[config.mk]
export PLATFORM = sky130hd
export DESIGN_NAME = reservation_station
export DESIGN_NICKNAME = d
export VERILOG_FILES = /design/src/rtl/rs_pkg.sv /design/src/rtl/rs_age_select.sv /design/src/rtl/reservation_station.sv
export SDC_FILE = /design/constraint.sdc
export NUM_CORES = 2
export LEC_CHECK = 0
export CAP_MARGIN = 10
export CELL_PAD_IN_SITES_DETAIL_PLACEMENT = 0
export CELL_PAD_IN_SITES_GLOBAL_PLACEMENT = 2
export CORE_ASPECT_RATIO = 0.5
export CORE_MARGIN = 5
export CORE_UTILIZATION = 38
export CTS_BUF_LIST = sky130_fd_sc_hd__clkbuf_16
export CTS_CLUSTER_DIAMETER = 40
export DETAILED_ROUTE_END_ITERATION = 7
export PLACE_DENSITY_LB_ADDON = 0.08
export RECOVER_POWER = 50
export SLEW_MARGIN = 40
export SYNTH_ARGS = -nofsm -noshare
export SYNTH_HDL_FRONTEND = slang
export SYNTH_HIERARCHICAL = 1
export SYNTH_SLANG_ARGS = --single-unit
export TNS_END_PERCENT = 20
[constraint.sdc]
create_clock -name clk_in -period 39.5 [get_ports clk_in]
set_input_delay 3.95 -clock clk_in [delete_from_list [all_inputs] [get_ports clk_in]]
set_output_delay 3.95 -clock clk_in [all_outputs]
set_load 0.01 [all_outputs]
[src/rtl/rs_pkg.sv]
// Shared constants and default-configuration types for the Tomasulo reservation station.
// rs_entry_t shows the entry layout at default widths; the top re-declares it with its own parameters.
package rs_pkg;
    localparam int ENTRIES_DEF = 8;
    localparam int CDB_N_DEF   = 2;
    localparam int DATA_W_DEF  = 32;
    localparam int ROB_W_DEF   = 4;
    localparam int OP_W_DEF    = 6;
    localparam int PC_W_DEF    = 32;

    // Tag value meaning "operand already present"
    localparam int ROB_NULL = 0;

    typedef struct packed {
        logic                  busy;
        logic [OP_W_DEF-1:0]   op;
        logic [ROB_W_DEF-1:0]  qj;
        logic [DATA_W_DEF-1:0] vj;
        logic [ROB_W_DEF-1:0]  qk;
        logic [DATA_W_DEF-1:0] vk;
        logic [ROB_W_DEF-1:0]  dest;
        logic [PC_W_DEF-1:0]   pc;
    } rs_entry_t;
endpackage

[src/rtl/rs_age_select.sv]
// Age matrix tracking allocation order of station entries, plus a one-hot pick of the oldest ready entry.
// Pick is combinational from the registered matrix; matrix updates only when en_in is high.
module rs_age_select
    import rs_pkg::*;
#(
    parameter int ENTRIES = ENTRIES_DEF
) (
    input  logic               clk_in,
    input  logic               rst_in,
    input  logic               en_in,
    input  logic               flush_in,
    input  logic [ENTRIES-1:0] busy_in,
    input  logic [ENTRIES-1:0] alloc_in,
    input  logic [ENTRIES-1:0] free_in,
    input  logic [ENTRIES-1:0] ready_in,
    output logic [ENTRIES-1:0] pick_out
);
    // older_q[i][j] set: entry i was allocated before entry j (both still busy)
    logic [ENTRIES-1:0][ENTRIES-1:0] older_q, older_d;

    always_comb begin
        older_d = older_q;
        if (flush_in) begin
            older_d = '0;
        end else begin
            for (int i = 0; i < ENTRIES; i++) begin
                for (int j = 0; j < ENTRIES; j++) begin
                    if (free_in[i] || free_in[j]) older_d[i][j] = 1'b0;
                    if (alloc_in[j]) older_d[i][j] = busy_in[i] & ~free_in[i];
                    if (alloc_in[i]) older_d[i][j] = 1'b0;
                end
            end
        end
    end

    always_comb begin
        pick_out = ready_in;
        for (int i = 0; i < ENTRIES; i++) begin
            for (int j = 0; j < ENTRIES; j++) begin
                if (ready_in[j] && older_q[j][i]) pick_out[i] = 1'b0;
            end
        end
    end

    always_ff @(posedge clk_in or posedge rst_in) begin
        if (rst_in) begin
            older_q <= '0;
        end else if (en_in) begin
            older_q <= older_d;
        end
    end
endmodule

[src/rtl/reservation_station.sv]
// Tomasulo reservation station: captures operands from CDB ports, issues oldest ready entry via one output register.
// Dispatch-to-valid is 2 cycles; output holds while valid & !rs_alu_rdy_in; rdy_in low freezes everything.
module reservation_station
    import rs_pkg::*;
#(
    parameter int ENTRIES = ENTRIES_DEF,
    parameter int CDB_N   = CDB_N_DEF,
    parameter int DATA_W  = DATA_W_DEF,
    parameter int ROB_W   = ROB_W_DEF,
    parameter int OP_W    = OP_W_DEF,
    parameter int PC_W    = PC_W_DEF
) (
    input  logic                  clk_in,
    input  logic                  rst_in,
    input  logic                  rdy_in,
    output logic                  rs_instqueue_rdy_out,
    input  logic                  dispatcher_rs_en_in,
    input  logic [OP_W-1:0]       dispatcher_rs_op_in,
    input  logic [ROB_W-1:0]      dispatcher_rs_qj_in,
    input  logic [ROB_W-1:0]      dispatcher_rs_qk_in,
    input  logic [DATA_W-1:0]     dispatcher_rs_vj_in,
    input  logic [DATA_W-1:0]     dispatcher_rs_vk_in,
    input  logic [ROB_W-1:0]      dispatcher_rs_dest_in,
    input  logic [PC_W-1:0]       dispatcher_rs_pc_in,
    input  logic                  rob_rs_rst_in,
    input  logic [CDB_N-1:0]      cdb_rs_en_in,
    input  logic [CDB_N*ROB_W-1:0]  cdb_rs_b_in,
    input  logic [CDB_N*DATA_W-1:0] cdb_rs_result_in,
    output logic                  rs_alu_valid_out,
    input  logic                  rs_alu_rdy_in,
    output logic [OP_W-1:0]       rs_alu_op_out,
    output logic [DATA_W-1:0]     rs_alu_vj_out,
    output logic [DATA_W-1:0]     rs_alu_vk_out,
    output logic [ROB_W-1:0]      rs_alu_dest_out,
    output logic [PC_W-1:0]       rs_alu_pc_out
);
    typedef struct packed {
        logic              busy;
        logic [OP_W-1:0]   op;
        logic [ROB_W-1:0]  qj;
        logic [DATA_W-1:0] vj;
        logic [ROB_W-1:0]  qk;
        logic [DATA_W-1:0] vk;
        logic [ROB_W-1:0]  dest;
        logic [PC_W-1:0]   pc;
    } entry_t;

    typedef struct packed {
        logic              vld;
        logic [OP_W-1:0]   op;
        logic [DATA_W-1:0] vj;
        logic [DATA_W-1:0] vk;
        logic [ROB_W-1:0]  dest;
        logic [PC_W-1:0]   pc;
    } out_t;

    entry_t ent_q [ENTRIES];
    entry_t ent_d [ENTRIES];
    out_t   out_q, out_d;

    logic [ENTRIES-1:0] busy, ready, alloc_oh, pick_oh, issue_oh;
    logic               load_out;

    // Returns {tag, value}; lowest matching enabled port wins when several carry the tag
    function automatic logic [ROB_W+DATA_W-1:0] snoop(
        input logic [ROB_W-1:0]        q,
        input logic [DATA_W-1:0]       v,
        input logic [CDB_N-1:0]        en,
        input logic [CDB_N*ROB_W-1:0]  b,
        input logic [CDB_N*DATA_W-1:0] r
    );
        logic [ROB_W+DATA_W-1:0] res;
        res = {q, v};
        for (int p = CDB_N-1; p >= 0; p--) begin
            if (q != ROB_W'(ROB_NULL) && en[p] && b[p*ROB_W +: ROB_W] == q)
                res = {ROB_W'(ROB_NULL), r[p*DATA_W +: DATA_W]};
        end
        return res;
    endfunction

    always_comb begin
        for (int i = 0; i < ENTRIES; i++) begin
            busy[i]  = ent_q[i].busy;
            ready[i] = ent_q[i].busy && ent_q[i].qj == ROB_W'(ROB_NULL)
                                     && ent_q[i].qk == ROB_W'(ROB_NULL);
        end
    end

    always_comb begin
        alloc_oh = '0;
        for (int i = ENTRIES-1; i >= 0; i--) begin
            if (!busy[i]) begin
                alloc_oh    = '0;
                alloc_oh[i] = 1'b1;
            end
        end
        if (!dispatcher_rs_en_in || rob_rs_rst_in) alloc_oh = '0;
    end

    assign rs_instqueue_rdy_out = ~&busy;
    assign load_out = ~out_q.vld | rs_alu_rdy_in;
    assign issue_oh = load_out ? pick_oh : '0;

    rs_age_select #(.ENTRIES(ENTRIES)) u_age (
        .clk_in   (clk_in),
        .rst_in   (rst_in),
        .en_in    (rdy_in),
        .flush_in (rob_rs_rst_in),
        .busy_in  (busy),
        .alloc_in (alloc_oh),
        .free_in  (issue_oh),
        .ready_in (ready),
        .pick_out (pick_oh)
    );

    always_comb begin
        for (int i = 0; i < ENTRIES; i++) begin
            ent_d[i] = ent_q[i];
            if (rob_rs_rst_in) begin
                ent_d[i].busy = 1'b0;
            end else begin
                if (ent_q[i].busy) begin
                    {ent_d[i].qj, ent_d[i].vj} = snoop(ent_q[i].qj, ent_q[i].vj,
                                                       cdb_rs_en_in, cdb_rs_b_in, cdb_rs_result_in);
                    {ent_d[i].qk, ent_d[i].vk} = snoop(ent_q[i].qk, ent_q[i].vk,
                                                       cdb_rs_en_in, cdb_rs_b_in, cdb_rs_result_in);
                end
                if (issue_oh[i]) ent_d[i].busy = 1'b0;
                if (alloc_oh[i]) begin
                    ent_d[i].busy = 1'b1;
                    ent_d[i].op   = dispatcher_rs_op_in;
                    ent_d[i].dest = dispatcher_rs_dest_in;
                    ent_d[i].pc   = dispatcher_rs_pc_in;
                    {ent_d[i].qj, ent_d[i].vj} = snoop(dispatcher_rs_qj_in, dispatcher_rs_vj_in,
                                                       cdb_rs_en_in, cdb_rs_b_in, cdb_rs_result_in);
                    {ent_d[i].qk, ent_d[i].vk} = snoop(dispatcher_rs_qk_in, dispatcher_rs_vk_in,
                                                       cdb_rs_en_in, cdb_rs_b_in, cdb_rs_result_in);
                end
            end
        end
    end

    // Payload is kept when nothing is picked so the output only changes on a real issue
    always_comb begin
        out_d = out_q;
        if (rob_rs_rst_in) begin
            out_d.vld = 1'b0;
        end else if (load_out) begin
            out_d.vld = |pick_oh;
            for (int i = 0; i < ENTRIES; i++) begin
                if (pick_oh[i]) begin
                    out_d.op   = ent_q[i].op;
                    out_d.vj   = ent_q[i].vj;
                    out_d.vk   = ent_q[i].vk;
                    out_d.dest = ent_q[i].dest;
                    out_d.pc   = ent_q[i].pc;
                end
            end
        end
    end

    always_ff @(posedge clk_in or posedge rst_in) begin
        if (rst_in) begin
            for (int i = 0; i < ENTRIES; i++) ent_q[i] <= '0;
            out_q <= '0;
        end else if (rdy_in) begin
            ent_q <= ent_d;
            out_q <= out_d;
        end
    end

    assign rs_alu_valid_out = out_q.vld;
    assign rs_alu_op_out    = out_q.op;
    assign rs_alu_vj_out    = out_q.vj;
    assign rs_alu_vk_out    = out_q.vk;
    assign rs_alu_dest_out  = out_q.dest;
    assign rs_alu_pc_out    = out_q.pc;
endmodule

=== After elaboration in Yosys (flattened, before gate mapping) ===
Index checks and enable logic that the tools add are counted.

* Flip-flop bits (word level): 1091
* Input port bits: 194
* Output and inout bits: 108
* Logic and storage cells: 833

* Eq/ne operators: 36
* Muxes and demuxes: 301
* Bitwise operators: 19
* Reductions and logical operators: 343

{| class="wikitable"
|+ Operator list
! kind !! number
|-
| 36-bit 2-to-1 mux || 36
|-
| 115-bit 2-to-1 mux || 8
|-
| 106-bit 2-to-1 mux || 8
|-
| 72-bit 2-to-1 mux || 8
|-
| 1-bit 2-to-1 mux || 229
|-
| 4-bit nonzero test || 46
|-
| 1-bit logical AND || 152
|-
| 4-bit == test || 36
|-
| 107-bit 2-to-1 mux || 1
|-
| 8-bit 2-to-1 mux || 10
|-
| 2-bit AND reduction || 37
|-
| 3-bit nonzero test || 24
|-
| 4-bit AND reduction || 17
|-
| 4-bit zero test || 16
|-
| 64-bit 2-to-1 mux || 1
|-
| 1-bit logical OR || 29
|-
| 3-bit AND reduction || 8
|-
| 2-bit nonzero test || 9
|-
| 1-bit inverter || 10
|-
| 1-bit bitwise AND || 8
|-
| 8-bit AND reduction || 1
|-
| 8-bit nonzero test || 1
|-
| 8-bit OR reduction || 1
|-
| 1-bit zero test || 2
|-
| 1-bit bitwise OR || 1
|}

=== Logic depth before layout (Yosys ltp) ===
* Word-level depth: 22
* Mapped depth: 16
* Depth with buffers taken out: 12

=== Cells and area by module ===
Netlist, hierarchy kept.

{| class="wikitable"
|+ Modules (own cells, without submodules)
! module !! times used !! cells each !! area each (um2) !! sequential area each (um2)
|-
| reservation_station || 1 || 6743 || 58414.8 || 25699.6
|-
| rs_age_select || 1 || 244 || 2747.6 || 1401.3
|}

=== Worst setup path before layout ===
OpenSTA, ideal clock, no wires.

* Path type: input to register
* Start: input cdb_rs_b_in[4]
* End: register ent_q[429] (netlist bit)
* Setup time: 125 ps
* Arrival: 5838 ps
* Required time: 39375 ps
* Slack: 33537 ps
* Cell stages on the path: 8
* Path buffers: 4
* Path through: buf_4 > buf_2 > buf_2 > xor2_1 > nor4_1 > a311oi_4 > buf_2 > mux2_2

* Word-level cells in the longest chain between the ends: 5
* Elaborated cells on any way between the ends: 9
* Classes of those cells: eq/ne: 2; mux: 3; reduce/logical: 4

{| class="wikitable"
|+ RTL lines
! element !! line !! text
|-
| from (decl) || reservation_station.sv:27 || <nowiki>input logic [CDB_N*ROB_W-1:0] cdb_rs_b_in,</nowiki>
|-
| 4-bit == test || reservation_station.sv:75 || <nowiki>if (q != ROB_W'(ROB_NULL) && en[p] && b[p*ROB_W +: ROB_W] == q)</nowiki>
|-
| 1-bit logical AND || reservation_station.sv:75 ||
|-
| 36-bit 2-to-1 mux (2 in a row) || reservation_station.sv:75 ||
|-
| 115-bit 2-to-1 mux || reservation_station.sv:129 || <nowiki>if (alloc_oh[i]) begin</nowiki>
|-
| to (signal assigned) || reservation_station.sv:167 || <nowiki>ent_q <= ent_d;</nowiki>
|-
| to (decl) || reservation_station.sv:57 || <nowiki>entry_t ent_q [ENTRIES];</nowiki>
|}

Parallel ways exist; a longest one is shown, timed or not.
A chain may end at the register's enable or synchronous reset.

==> metrics.yaml <==
seqCellArea_mm2: 0.0271
synth_area_mm2: 0.0612
initialDrtViolationCount: 6996
worstPathCellList: "dlygate4sd3_1 > clkinvlp_2 > clkbuf_1 > clkbuf_1 > clkbuf_1 > buf_4"
relSlewSlack_pct: -305
clkSlewWorstSetupHoldPaths_ns: 0.06
vdd_ir_drop_max_uv: 31.0
drc: 0
grt_pass1_wl_um: 394000
synth_cell_type_count: 79
p_clk_share_pct: 40.0
cp.depth: 6
violations: "max-capacitance violations, max-slew violations"
slowest_stage: "clkbuf_1"
syn2layout_area_growth_pct: 15.2
synth_edf_count: 0
start_kind: "input port"
rows: 104
clk_latency_ns: 0.79
tns_ns: 0
worstHoldPathType: "flop to flop"
cts_hold_buf: 0
crit_buf_inv: 6
cts.sinks: 1083
portBuffers: 301
viasPerCell: 6.29
multi_input_area_mm2: 0.0311
first_pass_iters: 6
reg2reg_depth: 9
arrival_ns: 17.81
synth_area_per_cell_um2: 8.75
syn_inst: 6987
crit_path_end_kind: "async pin"
async_flop_share_pct: 100
drv_slew: 1470
p_int_mw: 2.39
p_seq_share_pct: 39.9
ys_ff_latch: 1083
cts_tree: "done"
cp-startpoint: "rst_in"
required_ns: 40.33
initial_core_util_pct: 38.1
grt_overflow: 0
hpwlAfterDp_um: 158000
leakagePower_nw: 30.0
swShare_pct: 30.8
combPwrFrac_pct: 20.1
grt_pass1_vias: 56754
finalCritPeriodShare_pct: 43.0
cts_buffers: 152
placedCellCount: 8888
crit_top_cell: "clkbuf_1"
top_level_ports: 302
htreeDepth: 4
timing.rr.start: "ent_q[298]"
yosys_warnings: 6
cts_max_path_buffers: 4
dieArea_mm2: 0.170
reg2reg_slack_ns: 32.10
die_h_um: 294
ys.flop_type: "dfrtp_1"
root_buffer: "clkbuf_16"
cts_resized: 0
core_mm2: 0.160
finClkSkew_ns: 0.0407
die_w_um: 577
critical-path-max-stage-delay_ns: 4.00
p_per_area_mw_per_mm2: 49.0
postCtsSetupBuffers: 0
critPathKind: "input port to async pin"
antenna_left: 0
antenna_found_initial: 14
worstPathMaxFanout: 133
power.switching_mw: 1.06
postLayoutCellArea_mm2: 0.0705
place_area_mm2: 0.0657
max_freq_mhz: 58.9
synth_nets: 7181
gp_congestion: 0.866
grt_max_degree: 137
crit_family: "buffers and inverters"
dr_total_vias: 57647
finalNetCount: 7067
r2r_end: "rs_alu_vk_out[26]"
min_period_ns: 16.98
endpoint: "ent_q[748]"
hold_viol_final: 0
wl_per_cell_um: 29.6
finalSetupViolCount: 0
drive_gt1_share_pct: 10.4
finalNonFillerCells: 9162
rsz0062_at_grt: "no"
status: "finished, violations left"
grt_usage_pct: 30.9
ys_seq_area_share_pct: 44.3
nFillCells: 15605
tightest_slew_ns: 6.04
finalWirelength_um: 271000
maxCapViolCount: 26
-- worst reg2reg max path, stage by stage, from the launching register on --
cell and delay, ns:
dfrtp_1 0.43, nor4_1 0.75, and4b_1 0.60, and4_4 0.77, nor3_2 0.13, a31oi_1 0.65, clkbuf_1 2.55, buf_4 0.99
nor2_1 0.19, a221oi_1 0.23
-- registers in the layout, indices dropped and copies added (netlist names) --
register / cells
u_age/older_q: 56
busy: 8
rs_alu_valid_out: 1
rs_alu_pc_out: 32
rs_alu_dest_out: 4
rs_alu_op_out: 6
ent_q: 912
rs_alu_vj_out: 32
rs_alu_vk_out: 32
-- cells in the final DEF, fill, tap and decap left out, types with 153 or more instances in the layout --
master	instances
a21oi_1	426
a221o_1	159
a221oi_1	182
clkbuf_16	153
clkdlybuf4s50_1	175
dfrtp_1	1083
mux2_2	191
mux2i_1	348
nand2_1	1314
nor2_1	522
o21ai_0	418
-- power groups by stage --
stage | Sequential, mW | Combinational [mW] | Clock, mW
after floorplan | 1.40 | 0.390 | 0
after global placement | 1.40 | 0.701 | 0
after detailed placement | 1.40 | 0.712 | 0
after CTS | 1.38 | 0.715 | 1.40
after global routing | 1.40 | 0.758 | 1.45
final | 1.38 | 0.694 | 1.38
-- logic make-up (layout without fill, tap and decap cells) --
logic type,Yosys count,after routing,synth area share [%]
AOI/OAI and AO/OA,2063,2063,23.0
xor gates and xnor gates,118,118,1.69
buffers and inverters,850,846,5.59
DFF,1083,1083,44.3
muxes,547,547,9.35
other,0,6,0
and+or+nand+nor,2326,2326,16.0
-- cell usage after synthesis (31+ instances only) --
master	instances	area [um^2]
a221oi_1	184	1610
and3_1	32	200
a21oi_1	429	2150
o21ai_0	422	2110
nor2b_1	67	419
buf_2	108	541
xor2_1	39	342
o32ai_1	31	272
a22oi_1	56	420
nor2_1	525	1970
a22o_1	54	473
a211oi_1	64	480
a21o_1	34	255
nand2_1	1321	4960
o32a_1	44	440
mux2_2	194	2180
and2_1	57	357
mux2i_1	350	3500
o22ai_1	117	732
o2bb2ai_1	46	403
xnor2_1	79	692
nand3_1	132	661
a31oi_1	152	951
o31ai_1	131	983
nor3_1	74	370
clkbuf_1	532	2000
a221o_1	159	1590
buf_1	86	323
dfrtp_1	1083	27100
inv_1	97	364
-- stage by stage --
step / hold WS, ns / setup WS [ns] / power, mW / util (%)
final: 0.473 / 22.52 / 3.46 / 43.9
after global routing: 0.491 / 20.07 / 3.61 / 43.9
after CTS: 0.475 / 32.04 / 3.50 / 44.0
after detailed placement: 0.463 / 31.23 / 2.11 / 41.0
after global placement: 0.455 / 30.45 / 2.10 / 40.9
after floorplan: 0.442 / 6.65 / 1.79 / -
-- layer usage --
metal  up-vias  routed length, um  global-route usage [%]  share of wire, %
li1      24930                  -                       -                 -
met1     28956             118000                    43.6                43
met2      3121             119000                    47.8                44
met3       634              24200                    5.98               8.9
met4         6              10000                    10.5               3.7
met5         -                 46                       0             0.017
-- area by class of cell --
class | count | area share [%]
flip-flops and latches | 1083 | 38.4
inverters | 101 | 0.541
repair buffers | 481 | 6.13
clock inverters | 111 | 1.52
well taps | 2173 | 3.86
diodes | 6 | 0.0213
multi-input cells | 5054 | 44.1
clock buffers | 153 | 5.43
-- worst min-delay path by stage --
stage          startpoint          to  slack, ns  cells past startpoint
6_report        ent_q[28]   ent_q[28]       0.47                      2
2_1_floorplan  ent_q[815]  ent_q[815]       0.44                      2
4_1_cts        ent_q[858]  ent_q[858]       0.47                      2
3_3_place_gp   ent_q[815]  ent_q[815]       0.46                      2
5_1_grt        ent_q[843]  ent_q[843]       0.49                      2
3_5_place_dp   ent_q[858]  ent_q[858]       0.46                      2
(Power assumes the default switching activity.)
